<file path="src/rtl/om_range_sequencer_if.sv">
// Handshake and buffer-side bundle for om_range_sequencer.
// master: range trackers + clear source (tb). slave: the sequencer.
//   req0/req1 : valid/ready handshake with inclusive start/end bounds
//   clear_req : one-cycle flush request
//   buf_*     : circular buffer write/clear strobes and range
//   busy/fifo_count/drop_count : status
interface om_range_sequencer_if #(
    parameter int ADDR_W     = 32,
    parameter int FIFO_DEPTH = 4
);
    localparam int CW = $clog2(FIFO_DEPTH) + 1;

    logic              req0_valid_i;
    logic              req0_ready_o;
    logic [ADDR_W-1:0] req0_start_i;
    logic [ADDR_W-1:0] req0_end_i;
    logic              req1_valid_i;
    logic              req1_ready_o;
    logic [ADDR_W-1:0] req1_start_i;
    logic [ADDR_W-1:0] req1_end_i;
    logic              clear_req_i;
    logic              buf_en_write_o;
    logic [ADDR_W-1:0] buf_addr_first_o;
    logic [ADDR_W-1:0] buf_addr_last_o;
    logic              buf_rst_o;
    logic              busy_o;
    logic [CW-1:0]     fifo_count_o;
    logic [15:0]       drop_count_o;

    modport master (
        output req0_valid_i, req0_start_i, req0_end_i,
        output req1_valid_i, req1_start_i, req1_end_i,
        output clear_req_i,
        input  req0_ready_o, req1_ready_o,
        input  buf_en_write_o, buf_addr_first_o, buf_addr_last_o,
        input  buf_rst_o, busy_o, fifo_count_o, drop_count_o
    );

    modport slave (
        input  req0_valid_i, req0_start_i, req0_end_i,
        input  req1_valid_i, req1_start_i, req1_end_i,
        input  clear_req_i,
        output req0_ready_o, req1_ready_o,
        output buf_en_write_o, buf_addr_first_o, buf_addr_last_o,
        output buf_rst_o, busy_o, fifo_count_o, drop_count_o
    );
endinterface

</file>
<file path="src/rtl/om_range_sequencer.sv">
// Write-side controller for the overflow-range circular buffer.
// Ports: clk_i, rst_ni (sync, active-low), bus (slave modport):
//   two round-robin range requesters, filtered (start>end, repeat of
//   last pushed) into a FIFO, drained one buffer write per cycle;
//   clear_req_i flushes the FIFO and holds buf_rst_o for CLEAR_CYCLES.
module om_range_sequencer #(
    parameter int ADDR_W       = 32,
    parameter int FIFO_DEPTH   = 4,
    parameter int CLEAR_CYCLES = 8
) (
    input logic                 clk_i,
    input logic                 rst_ni,
    om_range_sequencer_if.slave bus
);
    localparam int PW = $clog2(FIFO_DEPTH);
    localparam int CW = PW + 1;
    localparam int TW = $clog2(CLEAR_CYCLES + 1);

    typedef enum logic {RUN, CLEAR} state_e;

    state_e            state_q, state_d;
    logic [TW-1:0]     tmr_q, tmr_d;
    logic [ADDR_W-1:0] mem_s_q [FIFO_DEPTH];
    logic [ADDR_W-1:0] mem_e_q [FIFO_DEPTH];
    logic [PW-1:0]     wp_q, rp_q;
    logic [CW-1:0]     cnt_q;
    logic              last_q;
    logic              lw_v_q;
    logic [ADDR_W-1:0] lw_s_q, lw_e_q;
    logic              wen_q;
    logic [ADDR_W-1:0] af_q, al_q;
    logic [15:0]       drop_q;

    logic              run, enter_clr, full, can_grant;
    logic              g0, g1, hs, bad, dup, push, drop, pop;
    logic [ADDR_W-1:0] s, e;

    assign run       = (state_q == RUN);
    assign enter_clr = run && bus.clear_req_i;
    assign full      = (cnt_q == CW'(FIFO_DEPTH));
    // Readies stay low in reset so no handshake lands on a reset edge.
    assign can_grant = rst_ni && run && !bus.clear_req_i && !full;

    // last_q = 1 means requester 1 was granted last, so 0 wins a tie.
    assign g0 = can_grant && bus.req0_valid_i
                && (!bus.req1_valid_i || last_q);
    assign g1 = can_grant && bus.req1_valid_i
                && (!bus.req0_valid_i || !last_q);
    assign hs = g0 || g1;

    assign s    = g1 ? bus.req1_start_i : bus.req0_start_i;
    assign e    = g1 ? bus.req1_end_i   : bus.req0_end_i;
    assign bad  = (s > e);
    assign dup  = lw_v_q && (s == lw_s_q) && (e == lw_e_q);
    assign push = hs && !bad && !dup;
    assign drop = hs && (bad || dup);
    assign pop  = run && !bus.clear_req_i && (cnt_q != '0);

    always_comb begin
        state_d = state_q;
        tmr_d   = tmr_q;
        unique case (state_q)
            RUN: begin
                if (bus.clear_req_i) begin
                    state_d = CLEAR;
                    tmr_d   = TW'(CLEAR_CYCLES - 1);
                end
            end
            CLEAR: begin
                if (tmr_q == '0) state_d = RUN;
                else             tmr_d   = tmr_q - TW'(1);
            end
        endcase
    end

    always_ff @(posedge clk_i) begin
        if (!rst_ni) begin
            state_q <= RUN;
            tmr_q   <= '0;
            wp_q    <= '0;
            rp_q    <= '0;
            cnt_q   <= '0;
            last_q  <= 1'b1;
            lw_v_q  <= 1'b0;
            lw_s_q  <= '0;
            lw_e_q  <= '0;
            wen_q   <= 1'b0;
            af_q    <= '0;
            al_q    <= '0;
            drop_q  <= '0;
        end else begin
            state_q <= state_d;
            tmr_q   <= tmr_d;
            if (hs) last_q <= g1;
            if (enter_clr) begin
                wp_q   <= '0;
                rp_q   <= '0;
                cnt_q  <= '0;
                lw_v_q <= 1'b0;
            end else begin
                if (push) begin
                    wp_q   <= wp_q + PW'(1);
                    lw_v_q <= 1'b1;
                    lw_s_q <= s;
                    lw_e_q <= e;
                end
                if (pop) rp_q <= rp_q + PW'(1);
                cnt_q <= cnt_q + CW'(push) - CW'(pop);
            end
            wen_q <= pop;
            if (pop) begin
                af_q <= mem_s_q[rp_q];
                al_q <= mem_e_q[rp_q];
            end
            if (drop && drop_q != 16'hFFFF) drop_q <= drop_q + 16'd1;
        end
    end

    always_ff @(posedge clk_i) begin
        if (push) begin
            mem_s_q[wp_q] <= s;
            mem_e_q[wp_q] <= e;
        end
    end

    assign bus.req0_ready_o     = g0;
    assign bus.req1_ready_o     = g1;
    assign bus.buf_en_write_o   = wen_q;
    assign bus.buf_addr_first_o = af_q;
    assign bus.buf_addr_last_o  = al_q;
    assign bus.buf_rst_o        = !run;
    assign bus.busy_o           = !run || (cnt_q != '0) || wen_q;
    assign bus.fifo_count_o     = cnt_q;
    assign bus.drop_count_o     = drop_q;
endmodule
</file>
<file path="src/flat_wrapper.sv">
// flat-port wrapper written by rule: the top's interface ports become plain ports
module om_range_sequencer_flat 
#(
    parameter int ADDR_W       = 32,
    parameter int FIFO_DEPTH   = 4,
    parameter int CLEAR_CYCLES = 8
)
  (clk_i, rst_ni, bus_req0_valid_i, bus_req0_start_i, bus_req0_end_i, bus_req1_valid_i, bus_req1_start_i, bus_req1_end_i, bus_clear_req_i, bus_req0_ready_o, bus_req1_ready_o, bus_buf_en_write_o, bus_buf_addr_first_o, bus_buf_addr_last_o, bus_buf_rst_o, bus_busy_o, bus_fifo_count_o, bus_drop_count_o);
  om_range_sequencer_if #(.ADDR_W(ADDR_W), .FIFO_DEPTH(FIFO_DEPTH)) bus_i ();
  input logic clk_i;
  input logic rst_ni;
  input wire logic [$bits(bus_i.req0_valid_i)-1:0] bus_req0_valid_i;
  input wire logic [$bits(bus_i.req0_start_i)-1:0] bus_req0_start_i;
  input wire logic [$bits(bus_i.req0_end_i)-1:0] bus_req0_end_i;
  input wire logic [$bits(bus_i.req1_valid_i)-1:0] bus_req1_valid_i;
  input wire logic [$bits(bus_i.req1_start_i)-1:0] bus_req1_start_i;
  input wire logic [$bits(bus_i.req1_end_i)-1:0] bus_req1_end_i;
  input wire logic [$bits(bus_i.clear_req_i)-1:0] bus_clear_req_i;
  output wire logic [$bits(bus_i.req0_ready_o)-1:0] bus_req0_ready_o;
  output wire logic [$bits(bus_i.req1_ready_o)-1:0] bus_req1_ready_o;
  output wire logic [$bits(bus_i.buf_en_write_o)-1:0] bus_buf_en_write_o;
  output wire logic [$bits(bus_i.buf_addr_first_o)-1:0] bus_buf_addr_first_o;
  output wire logic [$bits(bus_i.buf_addr_last_o)-1:0] bus_buf_addr_last_o;
  output wire logic [$bits(bus_i.buf_rst_o)-1:0] bus_buf_rst_o;
  output wire logic [$bits(bus_i.busy_o)-1:0] bus_busy_o;
  output wire logic [$bits(bus_i.fifo_count_o)-1:0] bus_fifo_count_o;
  output wire logic [$bits(bus_i.drop_count_o)-1:0] bus_drop_count_o;
  assign bus_i.req0_valid_i = bus_req0_valid_i;
  assign bus_i.req0_start_i = bus_req0_start_i;
  assign bus_i.req0_end_i = bus_req0_end_i;
  assign bus_i.req1_valid_i = bus_req1_valid_i;
  assign bus_i.req1_start_i = bus_req1_start_i;
  assign bus_i.req1_end_i = bus_req1_end_i;
  assign bus_i.clear_req_i = bus_clear_req_i;
  assign bus_req0_ready_o = bus_i.req0_ready_o;
  assign bus_req1_ready_o = bus_i.req1_ready_o;
  assign bus_buf_en_write_o = bus_i.buf_en_write_o;
  assign bus_buf_addr_first_o = bus_i.buf_addr_first_o;
  assign bus_buf_addr_last_o = bus_i.buf_addr_last_o;
  assign bus_buf_rst_o = bus_i.buf_rst_o;
  assign bus_busy_o = bus_i.busy_o;
  assign bus_fifo_count_o = bus_i.fifo_count_o;
  assign bus_drop_count_o = bus_i.drop_count_o;
  om_range_sequencer #(.ADDR_W(ADDR_W), .FIFO_DEPTH(FIFO_DEPTH), .CLEAR_CYCLES(CLEAR_CYCLES)) u_core (.clk_i(clk_i), .rst_ni(rst_ni), .bus(bus_i));
endmodule
</file>
<file path="config.mk">
export PLATFORM = sky130hd
export DESIGN_NAME = om_range_sequencer_flat
export DESIGN_NICKNAME = d
export VERILOG_FILES = /design/src/rtl/om_range_sequencer_if.sv /design/src/rtl/om_range_sequencer.sv /design/src/flat_wrapper.sv
export SDC_FILE = /design/constraint.sdc
export NUM_CORES = 1
export LEC_CHECK = 0
export ABC_AREA = 1
export CORE_ASPECT_RATIO = 1.75
export CORE_MARGIN = 5
export CORE_UTILIZATION = 50
export DETAILED_ROUTE_END_ITERATION = 16
export GPL_TIMING_DRIVEN = 0
export PLACE_DENSITY = 0.72
export SYNTH_ARGS = -nofsm -noshare
export SYNTH_HDL_FRONTEND = slang
export SYNTH_SLANG_ARGS = --single-unit
</file>
<file path="constraint.sdc">
create_clock -name clk_i -period 8.15 [get_ports clk_i]
set_clock_uncertainty 0.2 [all_clocks]
set_input_delay 1.2225 -clock clk_i [delete_from_list [all_inputs] [get_ports clk_i]]
set_output_delay 1.2225 -clock clk_i [all_outputs]
set_load 0.01 [all_outputs]
</file>
==> impl_results.md <==
* HP Class: reg2reg
* Worst skew pair latency at 0.56 ns
* Drt first-iter violations at about 1500
* First drt pass iteration count at 6
* CTS tree: done
* CP Launch Type: input port
* Main combinational cell family by area after synthesis: simple AND/OR/NAND/NOR gates
* Die extent in x at 159 µm
* Longest Clk Path Bufs at 3
* DRC viols at 0
* CP max stage delay at approximately 0.75 ns
* Initial core utilization at roughly half
* Hold path cells at 2
* Net switching power at 1.33 mW
* Endpoints failing hold at 0
* Routability cong. at roughly 1.0
* Main synth FF type: edfxtp_1
* Syn Nets at 2498
* Synthesized area per cell at 8.39 µm²
* Cell variety after synth at 37
* Grt total ovfl at 0
* Post-Syn Area at around 19000 µm²
* Least-Margin Pin Slew at about 1.1 ns
* Root buffer cell: clkbuf_16
* Most numerous cell on the critical path: nand2_1
* IO buf count at 220
* Reg2reg path depth at 25
* Worst-path cell with the longest stage delay: nor4_1
* Crit path max-delay family: simple AND/OR/NAND/NOR gates
* Number of synthesized flops with an enable pin at 256
* PwrDens at 214 nW/µm²
* CTS resizes at 0
* Mux cell area share after synthesis at 0%
* Warnings from Yosys at 0
* DP Wirelength at 51800 µm
* Status: finished, final reports clean
* I/O pins at about 220
* Fin crit share at 94.2%
* Share of post-route cells with drive strength above 1 at approximately 4.7%
* Min Hold Slack at about 0.29 ns
* Vias at approximately 17000
* TNS Setup at 0 ns
* Final setup viols at 0
* Post-synthesis sequential area ratio at roughly 56%
* Critical path capture point type: flip-flop
* First-pass GRT wire length at 101000 µm
* WL final at ~68000 µm
* Die ar. at 43200 µm²
* Net Sw Frac at between 20% and 30%
* Antenna-violating nets left at 0
* Final Critical Period at roughly 7.7 ns
* Register bit count reported by yosys at approximately 420
* Row count at between 90 and 100
* Mapped Cells at 2323
* Slew Limit Fails at 0
* Internal power at between 3 and 4 mW
* Post-Synth Adder-Cell Area at around 2.7%
* CORE AREA at ~39000 µm²
* Gate power share at between 10% and 20%
* Synth Area in Simple Gates at approximately 26%
* Compound-cell area share of the yosys netlist at under 10%
* Vias per cell at 5.56
* Max Cap Viol at 0
* Setup Fix Bufs, Post-CTS at 0
* Ys async rst share at 0%
* Worst vdd ir at between 0.00015 and 0.0002 V
* RSZ-0062 raised after global routing: false
* Max Clock Freq at around 0.13 GHz
* Fill count at around 3300
* Flop pwr share at 46.0%
* Crit Path Max Fanout at 10
* Clk pwr share at ~40%
* Diodes inserted at 0
* Leakage at approximately 9.8 nW
* P&R area growth vs syn at 22.9%
* Xor/xnor share of the synthesized area at less than 1%
* Vias in the first global route at ~17000
* Slew HR at about a quarter
* Avg WL per Cell at approximately 22 µm
* Final Total Pwr at 5.12 mW
* CTS Sinks at 415
* CTS buffer count at 38
* Worst Path Buf+Inv at 7
* # H-tree levels at 2
* Worst-path clk slew at 0.07 ns
* Crit path DAT at ~8.0 ns
* CP Depth at 26
* Data required, critical path at between 8 and 9 ns
* Hold buffer count at cts at 0
* All-Layer GR Usage at between 30% and 40%
* Nets at approximately 2800
* Die H at approximately 270 µm
* Initial antenna violation count at 2
* CP Class: in2reg
* Largest net degree at the start of global routing at 29
==> worst paths after layout <==
path,from,slack [ns],endpoint
setup / recovery,rst_ni,0.47,u_core.bus.fifo_count_o[2]
hold / removal,u_core.lw_e_q[29],0.29,u_core.lw_e_q[29]
setup reg to reg,u_core.bus.fifo_count_o[1],1.11,u_core.bus.fifo_count_o[2]
hold reg to reg,u_core.lw_e_q[29],0.29,u_core.lw_e_q[29]
==> flip-flops by register name, summed over array words and instances, names as in the netlist <==
signal                       count
u_core.lw_s_q                   32
u_core.lw_e_q                   32
u_core.bus.drop_count_o         16
u_core.rp_q                      2
u_core.mem_s_q                 128
u_core.bus.buf_addr_first_o     32
u_core.bus.buf_rst_o             1
u_core.last_q                    1
u_core.bus.fifo_count_o          3
u_core.wp_q                      2
u_core.tmr_q                     4
u_core.mem_e_q                 128
u_core.lw_v_q                    1
u_core.bus.buf_en_write_o        1
u_core.bus.buf_addr_last_o      32
==> worst reg2reg max path, stage by stage (launching register included) <==
cell and delay [ns]:
dfxtp_1 0.37, nor2_1 0.11, nand2_1 0.18, nand3_4 0.20, clkbuf_1 0.59, nand2_1 0.25
nand2_1 0.18, inv_1 0.14, ha_1 0.33, nand2_1 0.07, nor2_1 0.14, nand4_1 0.19
nor4_1 0.75, nand2_1 0.12, nor4_1 0.26, nor2_1 0.19, nor2_1 0.73, nand2_2 0.17
inv_2 0.28, buf_2 0.35, ha_1 0.20, inv_1 0.05, fa_1 0.38, xnor2_1 0.16
or2_2 0.28, a21oi_1 0.12
==> metrics by stage <==
stage	utilization, %	setup slack, ns	instance area [µm²]	std cells
2_1_floorplan	-	0.751	19500	2323
3_3_place_gp	57.9	-3.79	22300	3028
3_5_place_dp	58.5	-0.0477	22500	3037
4_1_cts	62.2	0.477	24000	3107
5_1_grt	62.2	0.231	24000	3107
6_report	62.2	0.469	24000	3107
==> power groups by stage <==
stage	Sequential [mW]	Combinational (mW)	Clock, mW
final	2.36	0.710	2.05
after global routing	2.36	0.772	2.15
after CTS	2.35	0.704	2.06
after detailed placement	2.40	0.700	0
after global placement	2.40	0.676	0
after floorplan	2.40	0.367	0
==> cells in the final DEF (no fill, tap or decap), types with 39 or more instances in the layout <==
| cell | netlist | final |
|---|---|---|
| ha_1 | 41 | 41 |
| clkbuf_16 | 0 | 39 |
| dfxtp_1 | 159 | 159 |
| o21ai_0 | 206 | 206 |
| nand2_1 | 500 | 500 |
| edfxtp_1 | 256 | 256 |
| nand4_1 | 81 | 81 |
| a31oi_1 | 65 | 65 |
| clkbuf_1 | 75 | 82 |
| clkdlybuf4s50_1 | 0 | 220 |
| inv_1 | 216 | 216 |
| nand3_1 | 89 | 89 |
| nor2_1 | 489 | 485 |
==> logic make-up after synthesis <==
logic type | count (synthesis)
compound gates | 316
xor+xnor | 4
buf+inv | 340
flops | 415
fa+ha+maj | 42
simple gates | 1206
==> synth_stat cells (3+ instances only) <==
cell type    n  area share (%)
a21oi_1     26            0.67
a31oi_1     65             2.1
buf_1        9            0.17
buf_2       25            0.64
buf_4        6            0.23
buf_6        5            0.29
clkbuf_1    75             1.4
dfxtp_1    159              16
edfxtp_1   256              39
ha_1        41             2.6
inv_1      216             4.2
inv_2        4           0.077
nand2_1    500             9.6
nand3_1     89             2.3
nand3b_1    26             1.0
nand4_1     81             2.6
nor2_1     489             9.4
nor3_1       7            0.18
nor4_1       5            0.16
o211ai_1     3            0.12
o21ai_0    206             5.3
o21ai_1     11            0.28
==> layer usage <==
metal | track usage, % | routed length [µm]
met5 | 0 | 13
met4 | 18.8 | 4620
met3 | 4.61 | 4410
met2 | 56.2 | 35700
met1 | 31.8 | 23100
==> layout make-up <==
cell class              count  area (µm²)  area share, %
repair buffers            229        2400           10.0
well taps                 485         607           2.53
flip-flops and latches    415       10900           45.4
clock inverters            24         414           1.73
inverters                 220         826           3.45
plain buffers             120         542           2.26
multi-input cells        1568        7290           30.4
clock buffers              46        1000           4.18
Note: power is estimated with default switching activity, not from simulation.
